File: config.mk
export PLATFORM = sky130hd
export DESIGN_NAME = ahbl_to_apb_bridge
export DESIGN_NICKNAME = d
export VERILOG_FILES = /design/src/rtl/ahbl_to_apb_bridge_pkg.sv /design/src/rtl/ahbl_to_apb_bridge.sv
export SDC_FILE = /design/constraint.sdc
export NUM_CORES = 1
export LEC_CHECK = 0
export BUFFER_PORTS_ARGS = -buffer_cell sky130_fd_sc_hd__buf_2
export CORE_MARGIN = 2
export CORE_UTILIZATION = 44
export CTS_CLUSTER_SIZE = 40
export DETAILED_ROUTE_END_ITERATION = 16
export GPL_TIMING_DRIVEN = 0
export PLACE_DENSITY = 0.78
export SLEW_MARGIN = 25
export SYNTH_ARGS = -nofsm -noshare
export SYNTH_HDL_FRONTEND = slang
export SYNTH_SLANG_ARGS = --single-unit
File: constraint.sdc
create_clock -name clk -period 2.2 [get_ports clk]
set_clock_uncertainty 0.05 [all_clocks]
set_input_delay 0.44 -clock clk [delete_from_list [all_inputs] [get_ports clk]]
set_output_delay 0.44 -clock clk [all_outputs]
set_load 0.005 [all_outputs]
File: src/rtl/ahbl_to_apb_bridge_pkg.sv
// Shared constants and state encoding for the AHB-Lite to APB3 bridge.
package ahbl_to_apb_bridge_pkg;

   localparam logic [1:0] HTRANS_IDLE = 2'b00;
   localparam logic [1:0] HTRANS_BUSY = 2'b01;
   localparam logic [1:0] HTRANS_NSEQ = 2'b10;
   localparam logic [1:0] HTRANS_SEQ  = 2'b11;

   localparam logic [2:0] HSIZE_WORD = 3'b010;

   typedef enum logic [2:0] {
      StIdle   = 3'd0,
      StWdata  = 3'd1,
      StSetup  = 3'd2,
      StAccess = 3'd3,
      StResp   = 3'd4,
      StErr0   = 3'd5,
      StErr1   = 3'd6
   } bridge_state_e;

endpackage

File: src/rtl/ahbl_to_apb_bridge.sv
// AHB-Lite subordinate that turns single transfers into APB3 accesses, one at a time.
// All APB and AHB response outputs come straight from flops.
module ahbl_to_apb_bridge
   import ahbl_to_apb_bridge_pkg::*;
#(
   parameter int unsigned W_ADDR  = 32,
   parameter int unsigned W_DATA  = 32,
   parameter int unsigned W_PADDR = 16
) (
   input  logic               clk,
   input  logic               rst_n,
   input  logic               ahbls_hready,
   output logic               ahbls_hready_resp,
   output logic               ahbls_hresp,
   input  logic               ahbls_hsel,
   input  logic [W_ADDR-1:0]  ahbls_haddr,
   input  logic               ahbls_hwrite,
   input  logic [1:0]         ahbls_htrans,
   input  logic [2:0]         ahbls_hsize,
   input  logic [W_DATA-1:0]  ahbls_hwdata,
   output logic [W_DATA-1:0]  ahbls_hrdata,
   output logic [W_PADDR-1:0] apbm_paddr,
   output logic               apbm_psel,
   output logic               apbm_penable,
   output logic               apbm_pwrite,
   output logic [W_DATA-1:0]  apbm_pwdata,
   input  logic [W_DATA-1:0]  apbm_prdata,
   input  logic               apbm_pready,
   input  logic               apbm_pslverr
);

   bridge_state_e state_q, state_d;
   logic          capture;
   logic          can_capture;

   logic unused_inputs;
   assign unused_inputs = ^{ahbls_haddr[W_ADDR-1:W_PADDR], ahbls_htrans[0]};

   assign can_capture = (state_q == StIdle) || (state_q == StResp) || (state_q == StErr1);
   assign capture     = can_capture && ahbls_hready && ahbls_hsel && ahbls_htrans[1];

   always_comb begin
      state_d = state_q;
      case (state_q)
         StIdle, StResp, StErr1: begin
            if (!capture) begin
               state_d = StIdle;
            end else if (!ahbls_hwrite) begin
               state_d = StSetup;
            end else if (ahbls_hsize == HSIZE_WORD) begin
               state_d = StWdata;
            end else begin
               // Sub-word writes cannot be expressed on APB3: error without an APB access.
               state_d = StErr0;
            end
         end
         StWdata:  state_d = StSetup;
         StSetup:  state_d = StAccess;
         StAccess: begin
            if (apbm_pready) begin
               state_d = apbm_pslverr ? StErr0 : StResp;
            end
         end
         StErr0:   state_d = StErr1;
         default:  state_d = StIdle;
      endcase
   end

   // Outputs are registered from the next state so they line up with the state they belong to.
   always_ff @(posedge clk or negedge rst_n) begin
      if (!rst_n) begin
         state_q           <= StIdle;
         ahbls_hready_resp <= 1'b1;
         ahbls_hresp       <= 1'b0;
         ahbls_hrdata      <= '0;
         apbm_psel         <= 1'b0;
         apbm_penable      <= 1'b0;
         apbm_pwrite       <= 1'b0;
         apbm_paddr        <= '0;
         apbm_pwdata       <= '0;
      end else begin
         state_q           <= state_d;
         ahbls_hready_resp <= (state_d == StIdle) || (state_d == StResp) || (state_d == StErr1);
         ahbls_hresp       <= (state_d == StErr0) || (state_d == StErr1);
         apbm_psel         <= (state_d == StSetup) || (state_d == StAccess);
         apbm_penable      <= (state_d == StAccess);
         if (capture) begin
            apbm_paddr  <= ahbls_haddr[W_PADDR-1:0];
            apbm_pwrite <= ahbls_hwrite;
         end
         if (state_q == StWdata) begin
            apbm_pwdata <= ahbls_hwdata;
         end
         if ((state_q == StAccess) && apbm_pready && !apbm_pslverr && !apbm_pwrite) begin
            ahbls_hrdata <= apbm_prdata;
         end
      end
   end

endmodule

== Word level (Yosys, flattened, before mapping) ==
Index checks and enable logic that the tools add are counted.
Operators by class
  add/sub/neg operators: 0
  multipliers: 0
  divide/modulo/power cells: 0
  bitwise operators: 0
  shift-type cells: 0
  equality and inequality tests: 12
  reduce and logical (&&, ||, !) cells: 17
  mux-type cells: 6
  $lt $le $gt $ge: 0
Operators by type and width (count)
  == test 3 bit (second input constant): 6
  == test 3 x 2 -> 1 bit (second input constant): 5
  one-hot mux 3 bit (5 select lines): 1
  two-way mux 3 bit: 4
  logical AND 1 bit: 6
  logical NOT 3 bit: 2
  logical OR 1 bit: 6
  == test 3 x 1 -> 1 bit (second input constant): 1
  OR reduction 3 bit: 1
  logical NOT 1 bit: 2
  two-way mux 1 bit: 1
Storage, ports and cells
  bits in registers: 88
  bits in latches: 0
  memory bits (writable): 0
  ROM bits: 0
  memories: 0
  input port bits: 108
  logic and storage cells: 44
  output and inout bits: 85

== Depth between registers and ports, before layout ==
Gate-level depths: netlist (run 1).
  word-level depth: 11
  gate-level depth with buffers: 5
  depth with buffers taken out: 3

== Worst setup path before layout (run 1) ==
No wires, ideal clock.
  path kind: register to register
  from: register state_q[2]
  to: register ahbls_hrdata[10]
  arrival time: 1571 ps
  clock period less this slack: 1746 ps
  required time: 2025 ps
  stages on the path, launching flop included: 6
  buffers on the path: 2
  library setup time: 125 ps
  slack: 454 ps
  cell sequence: dfrtp_1 -> nand2b_1 -> or4_4 -> buf_6 -> buf_12 -> mux2_4
Between the ends
  cells in the longest elaborated chain, start to end: 4
RTL lines
  from (decl): line ahbl_to_apb_bridge.sv:32  | bridge_state_e state_q, state_d;
  from (signal assigned): line ahbl_to_apb_bridge.sv:72  | state_q <= StIdle;
  from (signal assigned): line ahbl_to_apb_bridge.sv:82  | state_q <= state_d;
  == test 3 x 2 -> 1 bit: line ahbl_to_apb_bridge.sv:94  | if ((state_q == StAccess) && apbm_pready && !apbm_pslverr && !apbm_pwrite) begin
  logical AND 1 bit (3 in a row): line ahbl_to_apb_bridge.sv:94
  to (signal assigned): line ahbl_to_apb_bridge.sv:95  | ahbls_hrdata <= apbm_prdata;
  to (decl): line ahbl_to_apb_bridge.sv:21  | output logic [W_DATA-1:0] ahbls_hrdata,
Every way passes these cells.
A chain may end at the register's enable or synchronous reset.

== Worst setup path in the final report (run 1) ==
  from: register state_q[2]
  to: register apbm_pwdata[12]
Between the ends
  cells in the longest elaborated chain, start to end: 1
RTL lines
  == test 3 x 1 -> 1 bit: line ahbl_to_apb_bridge.sv:91  | if (state_q == StWdata) begin
  to (signal assigned): line ahbl_to_apb_bridge.sv:92  | apbm_pwdata <= ahbls_hwdata;
  to (decl): line ahbl_to_apb_bridge.sv:26  | output logic [W_DATA-1:0] apbm_pwdata,
Every way passes these cells.

==> results of run 1 <==
## synthesized netlist by cell type
master / number / share of area (%)
o21ai_0: 2 / 0.29
or2_2: 1 / 0.18
dfstp_2: 1 / 0.75
mux2_2: 51 / 16
nor2_1: 5 / 0.54
or4_4: 1 / 0.32
buf_6: 1 / 0.32
and4b_1: 1 / 0.29
or2b_1: 1 / 0.21
a32o_1: 2 / 0.57
buf_2: 5 / 0.71
a211oi_1: 1 / 0.21
nand2b_1: 2 / 0.36
a22oi_1: 1 / 0.21
nand2_2: 1 / 0.18
and2_1: 1 / 0.18
a31oi_1: 1 / 0.18
dfrtp_1: 87 / 62
and3b_1: 1 / 0.25
inv_1: 1 / 0.11
a21oi_1: 3 / 0.43
nand2_1: 3 / 0.32
o2bb2ai_1: 1 / 0.25
mux2_4: 30 / 13
buf_12: 3 / 1.7
## worst max-delay path by stage
stage | slack, ns | endpoint | depth (start not counted) | startpoint
finish | 0.32 | apbm_pwdata[12] | 4 | state_q[2]
global route | 0.18 | apbm_pwdata[12] | 4 | state_q[2]
CTS | 0.24 | apbm_pwdata[12] | 4 | state_q[2]
detailed placement | 0.27 | ahbls_hrdata[16] | 6 | apbm_pready
global placement | -0.04 | apbm_pwdata[2] | 1 | rst_n
floorplan | 0.45 | ahbls_hrdata[10] | 5 | state_q[2]
## report_power, final
part	switching [mW]	total, mW	internal (mW)	leakage (nW)
registers	0.417	2.85	2.44	1.06
logic	0.910	2.48	1.57	1.34
clock network	0.547	1.11	0.560	0.0928
## cells by family (layout without fill, tap and decap cells)
| kind of cell | after synthesis | count (layout) | share of synthesized area [%] |
|---|---|---|---|
| compound gates | 11 | 11 | 2.144 |
| buf+inv | 10 | 202 | 2.858 |
| flops | 88 | 88 | 62.92 |
| mux | 81 | 81 | 29.26 |
| simple gates | 17 | 17 | 2.823 |
## sequential cells by signal, indices dropped and copies added (netlist names)
register	count
apbm_pwrite	1
ahbls_hready_resp	1
apbm_pwdata	32
apbm_penable	1
apbm_paddr	16
ahbls_hresp	1
apbm_psel	1
state_q	3
ahbls_hrdata	32
## worst reg2reg max path, cell delays in order, from the launching register on
cell and delay, ns:
dfrtp_1 0.45, nand2b_1 0.20, nor2_1 0.34, buf_2 0.34, mux2_2 0.38
## area by class of cell
type / count / area (µm²) / share of cell area (%)
multi-input combinational: 109 / 1199 / 25.36
timing repair buffer: 176 / 898.4 / 19.00
buffer: 9 / 96.34 / 2.038
tap: 102 / 127.6 / 2.700
sequential: 88 / 2203 / 46.61
clock buffer: 12 / 145.1 / 3.070
clock inverter: 4 / 53.80 / 1.138
inverter: 1 / 3.754 / 0.07941
## placed cells by master, fill, tap and decap left out, types with 2 or more instances in the layout
| cell type | instances |
|---|---|
| a21oi_1 | 3 |
| clkbuf_1 | 2 |
| nand2_1 | 3 |
| nor2_1 | 5 |
| clkinvlp_4 | 2 |
| mux2_4 | 30 |
| clkbuf_8 | 10 |
| dfrtp_1 | 87 |
| buf_12 | 4 |
| mux2_2 | 51 |
| buf_2 | 179 |
| nand2b_1 | 2 |
| a32o_1 | 2 |
| o21ai_0 | 2 |
## metrics by stage
stage / setup slack [ns] / std cells / utilization (%)
2_1_floorplan: 0.4538 / 207 / -
3_3_place_gp: -0.03812 / 484 / 58.31
3_5_place_dp: 0.2700 / 485 / 58.60
4_1_cts: 0.2368 / 501 / 61.17
5_1_grt: 0.1834 / 501 / 61.17
6_report: 0.3191 / 501 / 61.17
## metal layers
metal	part of all wire [%]	global-route usage (%)	vias up
met3	8.7	5.238	4
met5	0	0	-
met4	0.86	5.515	0
li1	-	-	1101
met2	49	27.17	109
met1	42	21.24	1157
==> impl_metrics.yaml, run 1 <==
outcome:
  outcome: "complete, no violations"
setup_path:
  regToRegStartpoint: "state_q[2]"
  r2r_end: "apbm_pwdata[12]"
  worst-path-buf-inv: 1
  reg2reg_depth: 4
  path_max_fanout: 10
  slowest_stage: "dfrtp_1"
  cp_top_family: "simple AND/OR/NAND/NOR gates"
  crit_path_end_kind: "flop"
  reg2reg_slack_ns: 0.32
  cp_data_arrival_time_ns: 2.04
  worstSetupPathType: "reg2reg"
  startpoint_type: "flop"
  cp_slowest_stage_delay_ns: 0.45
  required_ns: 2.36
  cp_cell_sequence: "nand2b_1, nor2_1, buf_2, mux2_2"
global_route:
  antenna_found_initial: 0
  grt_pass1_wl_mm: 11.39
  gr-usage-all-layers_pct: 16.67
  grt-ovfl-total: 0
  grt_pass1_vias: 2458
  grt_max_degree: 46
synth:
  syn_nets: 315
  seq_area_frac_synth_pct: 62.92
  synth_area_um2: 3502
  syn_avg_cell_area_um2: 16.92
  synthDistinctLibCells: 25
  ys_ff_latch: 88
  yosys_warnings: 0
  syn_inst: 207
die:
  floorplan.rows: 32
  die_area_um2: 8689
  die-width_um: 93.22
  initial_core_util_pct: 45.32
  die_h_um: 93.22
  io_pins: 193
  core_um2: 7727
detailed_routing:
  drt-pass1-iter-count: 4
  drt_iter0_markers: 55
  drc: 0
  vias_per_cell: 4.733
  totalWireLength_mm: 7.199
  vias: 2371
  wl_per_cell_um: 14.37
  ant_nets: 0
layout:
  area_growth_pct: 34.98
  n_antenna_cell: 0
  n_fill_cell: 627
  drive_above_1_share_pct: 71.18
  final_area_um2: 4727
  fin_nets: 502
pwr:
  peakVddDrop_mv: 0.6904
  power_mw: 6.440
  power.density_nw_per_um2: 1362
  cellLeakagePower_nw: 2.488
placed_design:
  postPlaceCellArea_um2: 4528
  io_buffer_count: 175
  gp_congestion: 0.7537
  dp_hpwl_mm: 5.497
sta:
  tightest_slew_ns: 0.5706
  min_period_ns: 1.881
  setup-tns-final_ns: 0
  fmax_mhz: 531.7
  slew_headroom_pct: 61.96
  rsz0062_at_grt: "false"
  finalSetupViolations: 0
  hold_viol: 0
  drv_slew: 0
  finalCritPeriodShare_pct: 85.50
  whs_ns: 0.03278
clock_tree:
  cts_resized: 0
  path_clk_slew_ns: 0.09
  numCtsBuffers: 9
  clock_sinks: 88
  clockRootBuffer: "clkbuf_8"
  cts.htree.levels: 3
  hold_buffers: 0
  cts_tree: "done"
  postCtsSetupRepairBufs: 0
  cts.path.max_buffers: 2
  clk_latency_ns: 0.33
worst_hold_path:
  holdCritPathClass: "in2async"
job:
  maxCapViolCount: 0
Power figures use the tool's default switching activity.
==> run 2: changes to the inputs <==
Settings changed: GPL_TIMING_DRIVEN 0 to unset.
==> run 2 against run 1 <==
  * Total power shrank 0.25%
  * Maximum frequency decreased by 4.2%
  * Sequential power is essentially flat
  * Largest cell class unchanged
  * Highest routed layer unchanged
==> impl_metrics.yaml, run 2 (same netlist as run 1, synthesis figures left out) <==
layout:
  n_antenna_cell: 0
  n_fill_cell: 636
  fin_nets: 496
  finish.utilization_pct: 60.41
  final_area_um2: 4668
  drive_above_1_share_pct: 70.99
  reg.largest.list: "ahbls_hrdata x32, apbm_pwdata x32, apbm_paddr x16"
  final_cells: 495
  layout.cells.most_common_list: "buf_2 (174), dfrtp_1 (87), mux2_2 (51)"
  layout_commonest_cell: "buf_2"
  area_growth_pct: 33.30
clock_tree:
  numCtsBuffers: 9
  postCtsSetupRepairBufs: 0
  clk_latency_ns: 0.34
  cts_resized: 0
  cts.htree.levels: 3
  cts.path.max_buffers: 2
  hold_buffers: 0
  clockRootBuffer: "clkbuf_8"
  path_clk_slew_ns: 0.08
  clock_sinks: 88
  cts_tree: "done"
sta:
  slew_headroom_pct: 60.19
  drv_slew: 0
  setup-tns-final_ns: 0
  finalSetupViolations: 0
  worst_slack_ns: 0.2362
  fmax_mhz: 509.2
  tightest_slew_ns: 0.5972
  hold_viol: 0
  min_period_ns: 1.964
  rsz0062_at_grt: "false"
  finalCritPeriodShare_pct: 89.26
pwr:
  p_seq_share_pct: 44.2
  switching_share_pct: 28.97
  power.density_nw_per_um2: 1376
  switchingPower_mw: 1.861
  combPwrFrac_pct: 38.6
  power_frac_clock_pct: 17.1
  peakVddDrop_mv: 0.6784
  cellLeakagePower_nw: 2.443
  p_int_mw: 4.562
die:
  io_pins: 193
  die-width_um: 93.22
  core_um2: 7727
  initial_core_util_pct: 45.32
  die_h_um: 93.22
  floorplan.rows: 32
  die_area_um2: 8689
global_route:
  grt_max_degree: 89
  gr-usage-all-layers_pct: 16.78
  met3_usage_pct: 5.318
  grt_util_met2_pct: 27.84
  use_met1_pct: 20.33
  grt_pass1_wl_mm: 11.45
  antenna_found_initial: 0
  top_usage_layer: "met2"
  grt_pass1_vias: 2461
  grt-ovfl-total: 0
setup_path:
  reg2reg_depth: 3
  regToRegStartpoint: "state_q[2]"
  reg2reg_slack_ns: 0.24
  worstSetupPathType: "reg2reg"
  r2r_end: "ahbls_hrdata[6]"
  startpoint_type: "flop"
  path_max_fanout: 32
  crit_path_end_kind: "flop"
  cp_data_arrival_time_ns: 2.13
  required_ns: 2.36
  crit_path_end: "ahbls_hrdata[6]"
  startpoint: "state_q[2]"
placed_design:
  dp_slack_ns: 0.1810
  io_buffer_count: 175
  dp_hpwl_mm: 5.189
  gp_congestion: 0.7342
  dp.cells: 479
  postPlaceCellArea_um2: 4469
detailed_routing:
  drt_iter0_markers: 24
  wl_per_cell_um: 14.42
  drt-pass1-iter-count: 4
  totalWireLength_mm: 7.138
  vias_per_cell: 4.729
  drc: 0
  vias: 2341
  ant_nets: 0
outcome:
  outcome: "complete, no violations"
job:
  maxCapViolCount: 0
worst_hold_path:
  holdCritPathClass: "in2async"
-- run 2: critical path: stages (launching register included) --
cell and delay (ns):
dfrtp_1 0.45, nand2b_1 0.21, or4_4 0.72, mux2_4 0.40
-- run 2: power groups by stage --
stage / clock network, mW / registers [mW] / logic, mW
6_report: 1.10 / 2.84 / 2.48
5_1_grt: 1.21 / 2.95 / 2.70
4_1_cts: 1.15 / 2.85 / 2.53
3_5_place_dp: 0 / 2.87 / 2.52
3_3_place_gp: 0 / 2.82 / 2.46
2_1_floorplan: 0 / 2.94 / 1.31
-- run 2: layer usage --
| layer | up-vias | part of all wire, % |
|---|---|---|
| li1 | 1093 | - |
| met1 | 1122 | 41 |
| met2 | 116 | 48 |
| met3 | 10 | 9.4 |
| met4 | 0 | 1.7 |
| met5 | - | 0 |
-- run 2: cell type report --
cell class | count | area, µm² | area share [%]
clock buffer | 12 | 145.1 | 3.109
tap | 102 | 127.6 | 2.734
multi-input combinational | 109 | 1201 | 25.73
timing repair buffer | 179 | 933.4 | 19.99
inverter | 1 | 3.754 | 0.08041
sequential | 88 | 2203 | 47.20
clock inverter | 4 | 53.80 | 1.153
-- run 2: how the worst min path moves through the flow --
stage,start,slack [ns],end,depth (start not counted)
floorplan,rst_n,0.09,ahbls_hrdata[0],0
global placement,ahbls_hrdata[0],0.43,ahbls_hrdata[0],1
detailed placement,ahbls_hrdata[31],0.44,ahbls_hrdata[31],1
CTS,rst_n,0.09,ahbls_hrdata[0],2
global route,rst_n,0.10,ahbls_hrdata[0],2
finish,rst_n,0.08,ahbls_hrdata[23],2
-- run 2: through the flow --
| stage | total power, mW | hold slack (ns) |
|---|---|---|
| after floorplan | 4.254 | 0.09441 |
| after global routing | 6.858 | 0.1026 |
| after CTS | 6.529 | 0.08891 |
| final | 6.423 | 0.07894 |
| after global placement | 5.281 | 0.4338 |
| after detailed placement | 5.394 | 0.4379 |
